`src/rtl/riscv_ras_pkg.sv`:
```
// Shared types and helpers for the return-address stack: operation
// encoding, the two control-transfer opcodes and the link-register test.
package riscv_ras_pkg;

  typedef enum logic [1:0] {
    RAS_NONE,
    RAS_PUSH,
    RAS_POP,
    RAS_POPPUSH
  } ras_op_e;

  localparam logic [6:0] OP_JAL  = 7'b1101111;
  localparam logic [6:0] OP_JALR = 7'b1100111;

  // x1 (ra) and x5 (t0) are the link registers by ABI hint convention
  function automatic logic is_link(input logic [4:0] r);
    return (r == 5'd1) || (r == 5'd5);
  endfunction

endpackage

```
`src/rtl/riscv_ras_if.sv`:
```
// Bundle between the next-PC logic (master) and the return-address stack
// (slave): instruction stream in, return prediction and status out.
interface riscv_ras_if #(
  parameter int XLEN  = 32,
  parameter int DEPTH = 8
);
  localparam int CW = $clog2(DEPTH) + 1;

  logic            instr_valid;
  logic [31:0]     instr;
  logic [XLEN-1:0] pc;
  logic            flush;
  logic            pred_valid;
  logic [XLEN-1:0] pred_target;
  logic [CW-1:0]   count;
  logic            lost;

  modport master (
    output instr_valid, instr, pc, flush,
    input  pred_valid, pred_target, count, lost
  );

  modport slave (
    input  instr_valid, instr, pc, flush,
    output pred_valid, pred_target, count, lost
  );
endinterface

```
`src/rtl/riscv_ras_decode.sv`:
```
// Combinational classifier: maps an RV32 instruction word to the stack
// operation implied by the link-register hints in rd/rs1.
module riscv_ras_decode
  import riscv_ras_pkg::*;
(
  input  logic [31:0] instr,
  output ras_op_e     op
);

  logic [6:0] opcode;
  logic [4:0] rd;
  logic [4:0] rs1;
  logic [2:0] funct3;
  logic       rd_link;
  logic       rs1_link;
  logic       unused_hi;

  assign opcode    = instr[6:0];
  assign rd        = instr[11:7];
  assign funct3    = instr[14:12];
  assign rs1       = instr[19:15];
  assign rd_link   = is_link(rd);
  assign rs1_link  = is_link(rs1);
  // Immediate bits play no part in classification
  assign unused_hi = ^instr[31:20];

  // Classify JAL/JALR by which of rd/rs1 are link registers
  always_comb begin
    op = RAS_NONE;
    if (opcode == OP_JAL) begin
      if (rd_link) op = RAS_PUSH;
    end else if (opcode == OP_JALR && funct3 == 3'b000) begin
      case ({rd_link, rs1_link})
        2'b10:   op = RAS_PUSH;
        2'b01:   op = RAS_POP;
        // Same link register on both sides is a plain call (e.g. jalr ra, ra)
        2'b11:   op = (rd == rs1) ? RAS_PUSH : RAS_POPPUSH;
        default: op = RAS_NONE;
      endcase
    end
  end

endmodule

```
`src/rtl/riscv_ras.sv`:
```
// Return-address stack: circular buffer of return addresses with a
// wrapping top pointer, live-entry count and sticky overflow flag. Returns
// are predicted combinationally from the current top entry; updates land
// on the next rising edge.
module riscv_ras
  import riscv_ras_pkg::*;
#(
  parameter int XLEN  = 32,
  parameter int DEPTH = 8
) (
  input logic         clk,
  input logic         rst,
  riscv_ras_if.slave  bus
);

  localparam int PW = $clog2(DEPTH);
  localparam int CW = PW + 1;

  logic [XLEN-1:0] stack [DEPTH];
  logic [PW-1:0]   tos;
  logic [CW-1:0]   count_q;
  logic            lost_q;

  ras_op_e         op;
  logic [XLEN-1:0] link_addr;
  logic            empty;
  logic            full;
  logic            is_ret;
  logic            do_push;
  logic            do_pop;
  logic            do_replace;
  logic [PW-1:0]   tos_inc;
  logic            pred_valid_c;
  logic [XLEN-1:0] pred_target_c;

  riscv_ras_decode u_decode (
    .instr (bus.instr),
    .op    (op)
  );

  // Return address wraps modulo 2^XLEN
  assign link_addr = bus.pc + XLEN'(4);
  assign empty     = (count_q == '0);
  assign full      = (count_q == CW'(DEPTH));
  assign is_ret    = (op == RAS_POP) || (op == RAS_POPPUSH);
  assign tos_inc   = tos + PW'(1);

  // POPPUSH on an empty stack has nothing to replace, so it degrades to a push
  assign do_push    = bus.instr_valid &&
                      ((op == RAS_PUSH) || (op == RAS_POPPUSH && empty));
  assign do_pop     = bus.instr_valid && (op == RAS_POP) && !empty;
  assign do_replace = bus.instr_valid && (op == RAS_POPPUSH) && !empty;

  // Same-cycle return prediction from the current top of stack
  always_comb begin
    pred_valid_c  = 1'b0;
    pred_target_c = '0;
    if (bus.instr_valid && is_ret) begin
      pred_target_c = stack[tos];
      pred_valid_c  = !empty;
    end
  end

  // Stack, pointer, count and overflow flag; flush beats any operation
  always_ff @(posedge clk or posedge rst) begin
    if (rst) begin
      for (int i = 0; i < DEPTH; i++) stack[i] <= '0;
      tos     <= '0;
      count_q <= '0;
      lost_q  <= 1'b0;
    end else if (bus.flush) begin
      tos     <= '0;
      count_q <= '0;
      lost_q  <= 1'b0;
    end else if (do_push) begin
      tos            <= tos_inc;
      stack[tos_inc] <= link_addr;
      // A full stack overwrites its oldest entry, which sits at tos+1
      if (full) lost_q  <= 1'b1;
      else      count_q <= count_q + CW'(1);
    end else if (do_pop) begin
      tos     <= tos - PW'(1);
      count_q <= count_q - CW'(1);
    end else if (do_replace) begin
      stack[tos] <= link_addr;
    end
  end

  assign bus.pred_valid  = pred_valid_c;
  assign bus.pred_target = pred_target_c;
  assign bus.count       = count_q;
  assign bus.lost        = lost_q;

endmodule

```
`src/flat_wrapper.sv`:
```
// flat-port wrapper written by rule: the top's interface ports become plain ports
module riscv_ras_flat import riscv_ras_pkg::*;
#(
  parameter int XLEN  = 32,
  parameter int DEPTH = 8
)
  (clk, rst, bus_instr_valid, bus_instr, bus_pc, bus_flush, bus_pred_valid, bus_pred_target, bus_count, bus_lost);
  riscv_ras_if #(.XLEN(XLEN), .DEPTH(DEPTH)) bus_i ();
  input logic clk;
  input logic rst;
  input wire logic [$bits(bus_i.instr_valid)-1:0] bus_instr_valid;
  input wire logic [$bits(bus_i.instr)-1:0] bus_instr;
  input wire logic [$bits(bus_i.pc)-1:0] bus_pc;
  input wire logic [$bits(bus_i.flush)-1:0] bus_flush;
  output wire logic [$bits(bus_i.pred_valid)-1:0] bus_pred_valid;
  output wire logic [$bits(bus_i.pred_target)-1:0] bus_pred_target;
  output wire logic [$bits(bus_i.count)-1:0] bus_count;
  output wire logic [$bits(bus_i.lost)-1:0] bus_lost;
  assign bus_i.instr_valid = bus_instr_valid;
  assign bus_i.instr = bus_instr;
  assign bus_i.pc = bus_pc;
  assign bus_i.flush = bus_flush;
  assign bus_pred_valid = bus_i.pred_valid;
  assign bus_pred_target = bus_i.pred_target;
  assign bus_count = bus_i.count;
  assign bus_lost = bus_i.lost;
  riscv_ras #(.XLEN(XLEN), .DEPTH(DEPTH)) u_core (.clk(clk), .rst(rst), .bus(bus_i));
endmodule
```
`config.mk`:
```
export PLATFORM = sky130hd
export DESIGN_NAME = riscv_ras_flat
export DESIGN_NICKNAME = d
export VERILOG_FILES = /design/src/rtl/riscv_ras_pkg.sv /design/src/rtl/riscv_ras_if.sv /design/src/rtl/riscv_ras_decode.sv /design/src/rtl/riscv_ras.sv /design/src/flat_wrapper.sv
export SDC_FILE = /design/constraint.sdc
export NUM_CORES = 1
export LEC_CHECK = 0
export CORE_UTILIZATION = 50
export CTS_BUF_LIST = sky130_fd_sc_hd__clkbuf_4
export DETAILED_ROUTE_END_ITERATION = 8
export PLACE_DENSITY = 0.69
export SYNTH_ARGS = -nofsm -noshare
export SYNTH_HDL_FRONTEND = slang
export SYNTH_SLANG_ARGS = --single-unit
```
`constraint.sdc`:
```
create_clock -name clk -period 11.1 [get_ports clk]
set_input_delay 1.665 -clock clk [delete_from_list [all_inputs] [get_ports clk]]
set_output_delay 1.665 -clock clk [all_outputs]
set_load 0.02 [all_outputs]
```
Word-level counts from Yosys, hierarchy flattened

Index checks and enable logic that the tools add are counted.

Register bits: 264
Input port bits: 68
Output and inout bits: 38

Add/subtract/negate cells: 5
Magnitude comparators: 4
Eq/ne operators: 16
Mux-type cells: 29
Bitwise logic cells: 3
Reductions and logical operators: 24

Operators by type and width:

| operator              | count |
|---|---|
| $mux 256              | 3 |
| $bwmux 256            | 2 |
| $demux 32 s3          | 2 |
| $mux 32               | 5 |
| $bmux 32 s3           | 1 |
| $add 32x3->32 const B | 1 |
| $mux 4                | 4 |
| $eq 7x7->1 const B    | 2 |
| $eq 5x1->1 const B    | 2 |
| $eq 5x3->1 const B    | 2 |
| $logic_and 1x1->1     | 10 |
| $mux 3                | 3 |
| $eq 2x2->1 const B    | 4 |
| $ge 4x4->1 const B    | 2 |
| $lt 4x1->1 const B    | 2 |
| $not 3->4             | 2 |
| $mux 2                | 3 |
| $pmux 2 s3            | 1 |
| $reduce_bool 2->1     | 3 |
| $eq 5x5->1            | 1 |
| $mux 1                | 5 |
| $add 4x1->4 const B   | 1 |
| $eq 2x1->1 const B    | 2 |
| $eq 4x4->1 const B    | 1 |
| other kinds (13)      | 17 |

Logic depth before layout (Yosys ltp)

Depth after elaboration: 12
Gate-level depth with buffers: 10

Hierarchy

A second synthesis with hierarchy kept.

Cell total of the unflattened synthesis: 1182
Area, all modules: 11812.6 µm²

By module, submodules not included:

| module           | times used | cells an instance | area an instance (µm²) | seq. area each (µm²) |
|---|---|---|---|---|
| riscv_ras        | 1          | 1173              | 11728.7                | 6606.3 |
| riscv_ras_decode | 1          | 9                 | 83.8                   | 0.0 |

Least setup slack after synthesis

No wires, ideal clock.

Path type: input to output
From: input port bus_instr[16]
To: output port bus_pred_target[0]
Arrival: 3331 ps
Data required time: 9435 ps
Slack: 6104 ps
Stages: 5
Path through: or4b_1 > nor4_4 > nand2_1 > clkbuf_1 > nor2_1

Cells in the longest elaborated chain, start to end: 10
Elaborated cells between the ends (all ways): 16
Those cells by class: eq/ne (8); mux (5); reduce/logical (3)

RTL lines:

| what                                            | line                   | RTL |
|---|---|---|
| from (decl)                                     | flat_wrapper.sv:12     | `input wire logic [$bits(bus_i.instr)-1:0] bus_instr;` |
| $eq 5x1->1 / $eq 5x3->1 (equally long branches) | riscv_ras_pkg.sv:17    | `return (r == 5'd1) \|\| (r == 5'd5);` |
| $logic_or 1x1->1                                | riscv_ras_pkg.sv:17    |  |
| $eq 2x2->1 / $eq 2x1->1 (equally long branches) | riscv_ras_decode.sv:33 | `case ({rd_link, rs1_link})` |
| $pmux 2 s3 *                                    | riscv_ras_decode.sv:33 |  |
| $mux 2 *                                        | riscv_ras_decode.sv:32 | `end else if (opcode == OP_JALR && funct3 == 3'b000) begin` |
| $mux 2 *                                        | riscv_ras_decode.sv:30 | `if (opcode == OP_JAL) begin` |
| $eq 2x2->1                                      | riscv_ras.sv:45        | `assign is_ret = (op == RAS_POP) \|\| (op == RAS_POPPUSH);` |
| $logic_or 1x1->1 *                              | riscv_ras.sv:45        |  |
| $logic_and 1x1->1 *                             | riscv_ras.sv:58        | `if (bus.instr_valid && is_ret) begin` |
| $mux 32 *                                       | riscv_ras.sv:58        |  |
| to (decl)                                       | flat_wrapper.sv:16     | `output wire logic [$bits(bus_i.pred_target)-1:0] bus_pred_target;` |

Every way passes the cells marked *; elsewhere a longest branch is shown, timed or not.

Final worst setup path

From: input port bus_instr[16]
To: output port bus_pred_target[30]

Same word-level chain as after synthesis.

==> impl_metrics.tcl <==
set metrics [dict create \
    rr_startpoint "u_core.tos[0]$_DFFE_PP0P_" \
    min_path_cells 2 \
    cap_viol_max_count 0 \
    fin_cells 1672 \
    post_cts_resized 0 \
    avgRoutedWirePerCell_microns 19.29 \
    start_util 0.5171 \
    core_sq_mm 0.02292 \
    p_int_mw 1.410 \
    ys_warn_count 0 \
    clk_pin_slew_ps 60 \
    clock_path_buffers 3 \
    switchingPower_uw 439.3 \
    pre_cts_slack_ps 4370 \
    critical_path_peak_fanout 18 \
    synth_top_family_by_area "compound AO/OA/AOI/OAI gates" \
    finalWorstSetupSlack_ps 4382 \
    portBuffers 93 \
    whs_ps 480.0 \
    rsz0062_at_grt "no" \
    hpwl_mm 18.84 \
    yosys.area_share.simple 0.1435 \
    outcome "completed" \
    clkPwrFrac 0.441 \
    syn_inst 1226 \
    fin_setup_tns_ps 0 \
    cp-start-kind "input port" \
    muxShareOfSynthArea 0.02460 \
    seq_power_share 0.520 \
    n_fill_cell 2029 \
    dr.pass1.iters 5 \
    die-area_sq_mm 0.02432 \
    drt_wl_total_mm 32.25 \
    reg2reg_depth 7 \
    slew_violations 0 \
    synthAdderAreaFrac 0.005279 \
    cts_tree "yes" \
    grt_pass1_vias 9556 \
    ctsHoldBuffers 0 \
    swShare 0.2376 \
    vdd_drop_max_uv 77.05 \
    hold_viol 0 \
    fin_nets 1389 \
    ant_nets 0 \
    grt_max_degree 107 \
    num_rows 55 \
    yosys.area.top_type "dfrtp_1" \
    async_flop_share 1.000 \
    grt_pass1_wl_mm 52.01 \
    p_comb_frac 0.038 \
    reg2reg_to "u_core.stack[64]$_DFFE_PP0P_" \
    routabilityCongestion 0.8004 \
    power_per_cell_area_mw_per_mm2 133.5 \
    drt-initial-drc-count 756 \
    yosysSeqAreaShare 0.5575 \
    cts_buffers 69 \
    ys_seq_elements 264 \
    layout-drive-gt1-share 0.1215 \
    final-setup-viol-count 0 \
    insertion_delay_ps 680 \
    grt_usage 0.2781 \
    endpoint_kind "primary output" \
    power.leakage_nw 5.988 \
    syn_to_final_growth_pct 16.84 \
    synth-edff-count 0 \
    synth_fp_nets 1299 \
    path_class "in2out" \
    num_vias 9797 \
    synth_area_per_cell_sq_um 9.666 \
    synth_area_leaders "dfrtp_1 (56%), o21ai_0 (9.9%), nand2_1 (7.1%)" \
    synth_compound_area_frac 0.2101 \
    startpoint "bus_instr[16]" \
    vias_per_cell 5.859 \
    postLayoutCoreUtil 0.6042 \
    synth_xor_area_frac 0.02513 \
    hold_start "u_core.stack[14]$_DFFE_PP0P_" \
    die_w_microns 156.0 \
    synth_cell_types 50 \
    arrival_ps 5050 \
    finalCritPeriodShare 0.6052 \
    required_ps 9440 \
    period_minus_slack_ps 6718 \
    die_h_microns 156.0 \
    post_cts_buffers 0 \
    overflow 0 \
    syn_area_sq_mm 0.01185 \
    htreeDepth 3 \
    clock_skew_ps 42.26 \
    worst_pin_slew_ps 1135 \
    dp.cells 1558 \
    ctsRootBufferMaster "clkbuf_4" \
    drc 0 \
    io_pins 106 \
    worstHoldPathType "reg2reg" \
    hold_end "u_core.stack[14]$_DFFE_PP0P_" \
    slew_headroom 0.2406 \
    rrSetupSlack_ps 7650 \
    ys.flop_type "dfrtp_1" \
    clock-sinks 264 \
    antenna_found_initial 1 \
    synth_top_cell_area_share 0.5575 \
    fmax_mhz 148.9 \
]
[layout make-up]
| class | count | area [sq um] | area share |
|---|---|---|---|
| clock inverters | 16 | 88.84 | 0.006416 |
| well taps | 313 | 391.6 | 0.02828 |
| inverters | 9 | 41.29 | 0.002982 |
| multi-input cells | 860 | 4913 | 0.3549 |
| flip-flops and latches | 264 | 6606 | 0.4771 |
| clock buffers | 97 | 728.2 | 0.05259 |
| diodes | 1 | 2.502 | 0.0001807 |
| repair buffers | 112 | 1074 | 0.07753 |
[cell usage in the layout (no fill, tap or decap), drive strengths merged, types with 3 or more instances in the layout]
| master | count |
|---|---|
| clkbuf | 97 |
| o211ai | 7 |
| o21ai | 234 |
| inv | 12 |
| a21o | 3 |
| nand4 | 8 |
| xnor2 | 15 |
| and4 | 3 |
| or4 | 32 |
| nand2 | 225 |
| nor4 | 5 |
| dfrtp | 264 |
| or3 | 4 |
| buf | 19 |
| or2 | 3 |
| a22oi | 3 |
| nor3 | 12 |
| and3 | 6 |
| nor2 | 53 |
| o22ai | 124 |
| o31ai | 29 |
| a211oi | 3 |
| nand2b | 4 |
| mux2 | 25 |
| a21oi | 5 |
| nand3 | 12 |
| ha | 5 |
| clkdlybuf4s50 | 93 |
| clkinv | 12 |
| xor2 | 19 |
[power by group through the flow]
stage	combinational (mW)	clock (mW)	sequential [mW]
floorplan	0.0320	0	0.980
global placement	0.0717	0	0.980
detailed placement	0.0717	0	0.980
CTS	0.0720	0.833	0.962
global route	0.0788	0.887	0.961
finish	0.0708	0.816	0.962
[state kept, by name, indices dropped and copies added (netlist names)]
name / count
u_core.tos: 3
u_core.stack: 256
u_core.bus.count: 4
u_core.bus.lost: 1
[routing by layer]
layer  vias up  wire length (microns)  track usage
met2       326                  14730       0.4301
met5         -                      0            0
li1       4643                      -            -
met4         0                    733      0.09477
met3        69                   2031      0.04806
met1      4759                  14760       0.3971
[worst max-delay path, stage by stage]
cell and delay, ps:
clkdlybuf4s50_1 390, or4b_1 570, nor4_4 450, nand2_1 610, buf_4 430, a31oi_1 270, clkdlybuf4s50_1 660
[cell usage after synthesis (4+ instances only)]
cell,number
nand2_1,225
nand2b_1,4
dfrtp_1,264
ha_1,5
o211ai_2,7
nand4_1,8
mux2_2,22
xnor2_1,15
clkbuf_1,73
o31ai_1,29
nor2_1,53
buf_1,5
o22ai_1,124
xor2_1,19
buf_2,15
nor3_1,12
or4_1,32
nand3_1,12
and3_1,6
a21oi_1,5
or3_1,4
o21ai_0,234
inv_1,8
[per-stage QoR]
stage          instance area, sq um  total power, mW
2_1_floorplan                 11850            1.012
3_3_place_gp                  13030            1.052
6_report                      13850            1.849
4_1_cts                       13840            1.866
5_1_grt                       13850            1.927
3_5_place_dp                  13030            1.052
[kinds of logic after synthesis]
family	after synthesis
flops	264
mux	26
simple gates	373
buf+inv	102
fa+ha+maj	5
xor+xnor	34
compound gates	422
[how the worst max path moves through the flow]
| stage | slack (ps) | to | cells past startpoint |
|---|---|---|---|
| global route | 4180 | bus_pred_target[30] | 7 |
| global placement | 4380 | bus_pred_target[30] | 7 |
| detailed placement | 4370 | bus_pred_target[30] | 7 |
| finish | 4380 | bus_pred_target[30] | 7 |
| CTS | 4360 | bus_pred_target[30] | 7 |
| floorplan | 2170 | u_core.bus.count[0]$_DFFE_PP0P_ | 1 |
Note: power is estimated with default switching activity, not from simulation.
